==> config.mk <==
export PLATFORM = sky130hd
export DESIGN_NAME = slave_port_arbiter
export DESIGN_NICKNAME = d
export VERILOG_FILES = /design/src/rtl/slave_arb_pkg.sv /design/src/rtl/slave_port_arbiter.sv
export SDC_FILE = /design/constraint.sdc
export NUM_CORES = 1
export LEC_CHECK = 0
export BUFFER_PORTS_ARGS = -buffer_cell sky130_fd_sc_hd__buf_2
export CAP_MARGIN = 5
export CORE_MARGIN = 2
export CORE_UTILIZATION = 29
export CTS_BUF_LIST = sky130_fd_sc_hd__clkbuf_4
export CTS_CLUSTER_SIZE = 16
export DETAILED_ROUTE_END_ITERATION = 10
export PLACE_DENSITY_LB_ADDON = 0.05
export SLEW_MARGIN = 20
export SYNTH_ARGS = -nofsm -noshare
export SYNTH_HDL_FRONTEND = slang
export SYNTH_SLANG_ARGS = --single-unit
==> constraint.sdc <==
create_clock -name clock -period 3.4 [get_ports clock]
set_input_delay 0 -clock clock [delete_from_list [all_inputs] [get_ports clock]]
set_output_delay 0 -clock clock [all_outputs]
set_load 0.005 [all_outputs]
==> src/rtl/slave_arb_pkg.sv <==
// Shared definitions for the SRAM port arbiter and the AXI slave engines.
//   SEL_*        : two-bit engine grant encodings driven on `select`
//   arb_state_e  : arbiter FSM states, encoded to match the SEL_* values
//   LAST_*       : round-robin history values for the last granted engine
package slave_arb_pkg;

  localparam logic [1:0] SEL_IDLE  = 2'b00;
  localparam logic [1:0] SEL_READ  = 2'b01;
  localparam logic [1:0] SEL_WRITE = 2'b10;

  // State encodings equal the select encodings so `select` is the state register itself.
  typedef enum logic [1:0] {
    StIdle  = SEL_IDLE,
    StRead  = SEL_READ,
    StWrite = SEL_WRITE
  } arb_state_e;

  localparam logic LAST_READ  = 1'b0;
  localparam logic LAST_WRITE = 1'b1;

endpackage

==> src/rtl/slave_port_arbiter.sv <==
// Arbitrates a single SRAM port between an AXI slave's read and write engines.
// One whole burst is granted at a time; simultaneous requests alternate round-robin.
//
// Ports:
//   clock, reset           : clock and asynchronous active-low reset
//   ARVALID, AWVALID       : level-sensitive read / write requests
//   read_finish            : read burst complete (honoured only while reading)
//   write_finish           : write burst complete (honoured only while writing)
//   read_addr              : read engine SRAM address
//   write_addr/web/data    : write engine SRAM address, byte enables (active-low), data
//   select                 : engine grant (SEL_IDLE / SEL_READ / SEL_WRITE)
//   sram_CS/OE/WEB/A/DI    : multiplexed SRAM macro controls
module slave_port_arbiter
  import slave_arb_pkg::*;
#(
  parameter int unsigned ADDR_W = 14,
  parameter int unsigned DATA_W = 32
) (
  input  logic              clock,
  input  logic              reset,
  input  logic              ARVALID,
  input  logic              AWVALID,
  input  logic              read_finish,
  input  logic              write_finish,
  input  logic [ADDR_W-1:0] read_addr,
  input  logic [ADDR_W-1:0] write_addr,
  input  logic [3:0]        write_web,
  input  logic [DATA_W-1:0] write_data,
  output logic [1:0]        select,
  output logic              sram_CS,
  output logic              sram_OE,
  output logic [3:0]        sram_WEB,
  output logic [ADDR_W-1:0] sram_A,
  output logic [DATA_W-1:0] sram_DI
);

  arb_state_e r_state;
  arb_state_e w_state_d;
  logic       r_last_grant;
  logic       w_last_grant_d;

  always_ff @(posedge clock or negedge reset) begin
    if (!reset) begin
      r_state      <= StIdle;
      // Start as if WRITE was last served so the first tie goes to READ.
      r_last_grant <= LAST_WRITE;
    end else begin
      r_state      <= w_state_d;
      r_last_grant <= w_last_grant_d;
    end
  end

  always_comb begin
    w_state_d      = r_state;
    w_last_grant_d = r_last_grant;
    case (r_state)
      StIdle: begin
        if (ARVALID && AWVALID) begin
          if (r_last_grant == LAST_WRITE) begin
            w_state_d      = StRead;
            w_last_grant_d = LAST_READ;
          end else begin
            w_state_d      = StWrite;
            w_last_grant_d = LAST_WRITE;
          end
        end else if (ARVALID) begin
          w_state_d      = StRead;
          w_last_grant_d = LAST_READ;
        end else if (AWVALID) begin
          w_state_d      = StWrite;
          w_last_grant_d = LAST_WRITE;
        end
      end
      StRead: begin
        if (read_finish) w_state_d = StIdle;
      end
      StWrite: begin
        if (write_finish) w_state_d = StIdle;
      end
      default: w_state_d = StIdle;
    endcase
  end

  assign select = r_state;

  // Purely combinational from state so an async reset parks the macro immediately.
  always_comb begin
    sram_CS  = 1'b0;
    sram_OE  = 1'b0;
    sram_WEB = 4'hF;
    sram_A   = '0;
    sram_DI  = '0;
    case (r_state)
      StRead: begin
        sram_CS = 1'b1;
        sram_OE = 1'b1;
        sram_A  = read_addr;
      end
      StWrite: begin
        sram_CS  = 1'b1;
        sram_WEB = write_web;
        sram_A   = write_addr;
        sram_DI  = write_data;
      end
      default: ;
    endcase
  end

endmodule
==> flow_metrics.env <==
export IMPL_power_frac_seq=0.103
export IMPL_end_kind="primary output"
export IMPL_crit_required_ns=3.40
export IMPL_worst_slew_pin_slew_ns=0.4848
export IMPL_ant_nets=0
export IMPL_slowest_delay_ns=0.43
export IMPL_postCtsHoldBufs=2
export IMPL_numCtsBuffers=3
export IMPL_finalPower_mw=0.6980
export IMPL_skew_ns=0.002647
export IMPL_cts_tree="done"
export IMPL_synth_area_top_cells="and2_1, a22oi_1, nor2b_1"
export IMPL_p_clk_frac=0.101
export IMPL_cts_buffer_depth=2
export IMPL_finalSetupTns_ns=0
export IMPL_die_w_um=52.40
export IMPL_grt_first_pass_wirelength_um=3581
export IMPL_p_comb_frac=0.797
export IMPL_ios=124
export IMPL_crit_path_cell_trace="inv_1 -> ha_1 -> buf_4 -> a22oi_1 -> nor2b_1 -> buf_2"
export IMPL_core_sq_um=2212
export IMPL_netlist_area_sq_um=679.4
export IMPL_dp_cells=239
export IMPL_multi_input_area_sq_um=563.0
export IMPL_clkLatencyLatePin_ns=0.23
export IMPL_synth_cell_type_count=23
export IMPL_setup_viol=0
export IMPL_drc=0
export IMPL_status="finished, final reports clean"
export IMPL_cap_violations=0
export IMPL_crit_type="reg -> out"
export IMPL_yosysTopAreaCell="and2_1"
export IMPL_path_max_fanout=45
export IMPL_avgRoutedWirePerCell_um=10.74
export IMPL_synth_seq_cells=3
export IMPL_synthFlopType="dfrtp_1"
export IMPL_die_area_sq_um=2746
export IMPL_routed_wl_um=2631
export IMPL_reg2reg_slack_ns=1.65
export IMPL_antenna_found_initial=0
export IMPL_synthArstFlopShare=1.000
export IMPL_switching_share=0.4299
export IMPL_syn_inst=94
export IMPL_report_final_slew_viol_count=0
export IMPL_avgSynthCellArea_sq_um=7.228
export IMPL_drive_gt1_frac=0.6037
export IMPL_synth_top_area_share=0.2947
export IMPL_drtIter0Drc=20
export IMPL_fmax_mhz=550.6
export IMPL_p_int_mw=0.3979
export IMPL_place_congestion=0.8585
export IMPL_via_per_inst=4.441
export IMPL_peakVddDrop_mv=0.4859
export IMPL_crit_slowest_cell="dfrtp_1"
export IMPL_num_nets_final=292
export IMPL_drt_first_pass_iters=4
export IMPL_leakagePower_nw=0.8303
export IMPL_cts_sinks=3
export IMPL_final_fill_count=212
export IMPL_period_needed_ns=1.816
export IMPL_r2r_end="select[0]"
export IMPL_die_h_um=52.40
export IMPL_cts_setup_buffers=0
export IMPL_hold_slack_ns=0.07789
export IMPL_cp_arrival_ns=1.82
export IMPL_numPortBuffers=123
export IMPL_synth_commonest_cells="and2_1, a22oi_1, nor2b_1"
export IMPL_cts_resized=0
export IMPL_rsz0062_at_grt="no"
export IMPL_synth_edf_count=0
export IMPL_grt_max_degree=46
export IMPL_crit_path_start_kind="flop"
export IMPL_rows=17
export IMPL_worstReg2RegStart="select[0]"
export IMPL_worst_r2r_path_depth=6
export IMPL_slew_headroom=0.6768
export IMPL_grt_ovfl_total=0
export IMPL_root_buffer="clkbuf_4"
export IMPL_clk_pin_slew_ns=0.04
export IMPL_yosysSeqAreaShare=0.1123
export IMPL_hold_class="in -> async"
export IMPL_power_density_nw_per_um2=515.1
export IMPL_synth_nets=168
export IMPL_hold_viol_final=0
export IMPL_grt_util_all_layers=0.1653
export IMPL_hpwl_um=2194
export IMPL_min_period_over_period=0.5342
export IMPL_p_sw_mw=0.3001
export IMPL_fin_cells=245
export IMPL_synth_most_common_cell="and2_1"
export IMPL_yosys_warnings=0
export IMPL_htreeDepth=1
export IMPL_initial_core_util=0.3071
export IMPL_grt_pass1_vias=890
export IMPL_num_vias=1088
export IMPL_diodes=0
export IMPL_area_growth_pct=99.45
export IMPL_seqCellArea_sq_um=76.32
[critical path, delay by kind of cell, from the launching register on]
family | cells | cell delay [ns]
DFF | 1 | 0.43
AOI/OAI and AO/OA | 1 | 0.14
adders and majority gates | 1 | 0.28
buffers and inverters | 3 | 0.58
and+or+nand+nor | 1 | 0.14
[state kept, by name, summed over array words and instances (netlist names)]
name and flops:
r_last_grant 1, select 2
[cell usage in the layout (no fill, tap or decap), types with 2 or more instances in the layout]
| cell type | instances |
|---|---|
| nand2b_1 | 6 |
| dlygate4sd3_1 | 2 |
| nor2b_1 | 14 |
| a22oi_1 | 14 |
| clkbuf_4 | 4 |
| ha_1 | 4 |
| buf_2 | 123 |
| nand2_1 | 2 |
| and2_1 | 32 |
| inv_1 | 2 |
| dfrtp_1 | 2 |
[cells by family after synthesis]
group,share of synthesized area
AOI/OAI and AO/OA,0.2302
DFF,0.1123
adders and majority gates,0.07367
buffers and inverters,0.05892
and+or+nand+nor,0.5249
[power groups by stage]
stage	Clock, mW	Sequential [mW]	Combinational [mW]
finish	0.0702	0.0717	0.556
global route	0.0757	0.0757	0.625
CTS	0.0726	0.0713	0.564
detailed placement	0	0.0715	0.561
global placement	0	0.0707	0.549
floorplan	0	0.0700	0.342
[through the flow]
step                      utilization  area, sq um  setup slack [ns]
after floorplan                     -        679.4             2.164
after global placement         0.5899         1305             1.725
after detailed placement       0.5899         1305             1.635
after CTS                      0.6126         1355             1.558
after global routing           0.6126         1355             1.394
final                          0.6126         1355             1.584
[layout make-up]
type	count	share of cell area
inverter	2	0.005540
tap	28	0.02585
multi-input combinational	82	0.4155
sequential	3	0.05633
clock buffer	4	0.02216
timing repair buffer	126	0.4746
[layer usage]
metal / wire length [um] / vias to the layer above / GRT usage
met5: 0 / - / 0
met4: 11 / 0 / 0.03846
met3: 259 / 2 / 0.01714
met2: 1390 / 60 / 0.3229
met1: 970 / 463 / 0.1873
li1: - / 563 / -
[worst max-delay path by stage]
stage	start	endpoint	cells past startpoint
global placement	select[0]	select[0]	6
detailed placement	select[0]	select[0]	6
floorplan	select[0]	select[0]	5
finish	select[0]	sram_A[9]	6
CTS	select[0]	sram_A[7]	6
global route	select[0]	sram_A[9]	6
No activity file was read; power rests on OpenSTA's default activity.
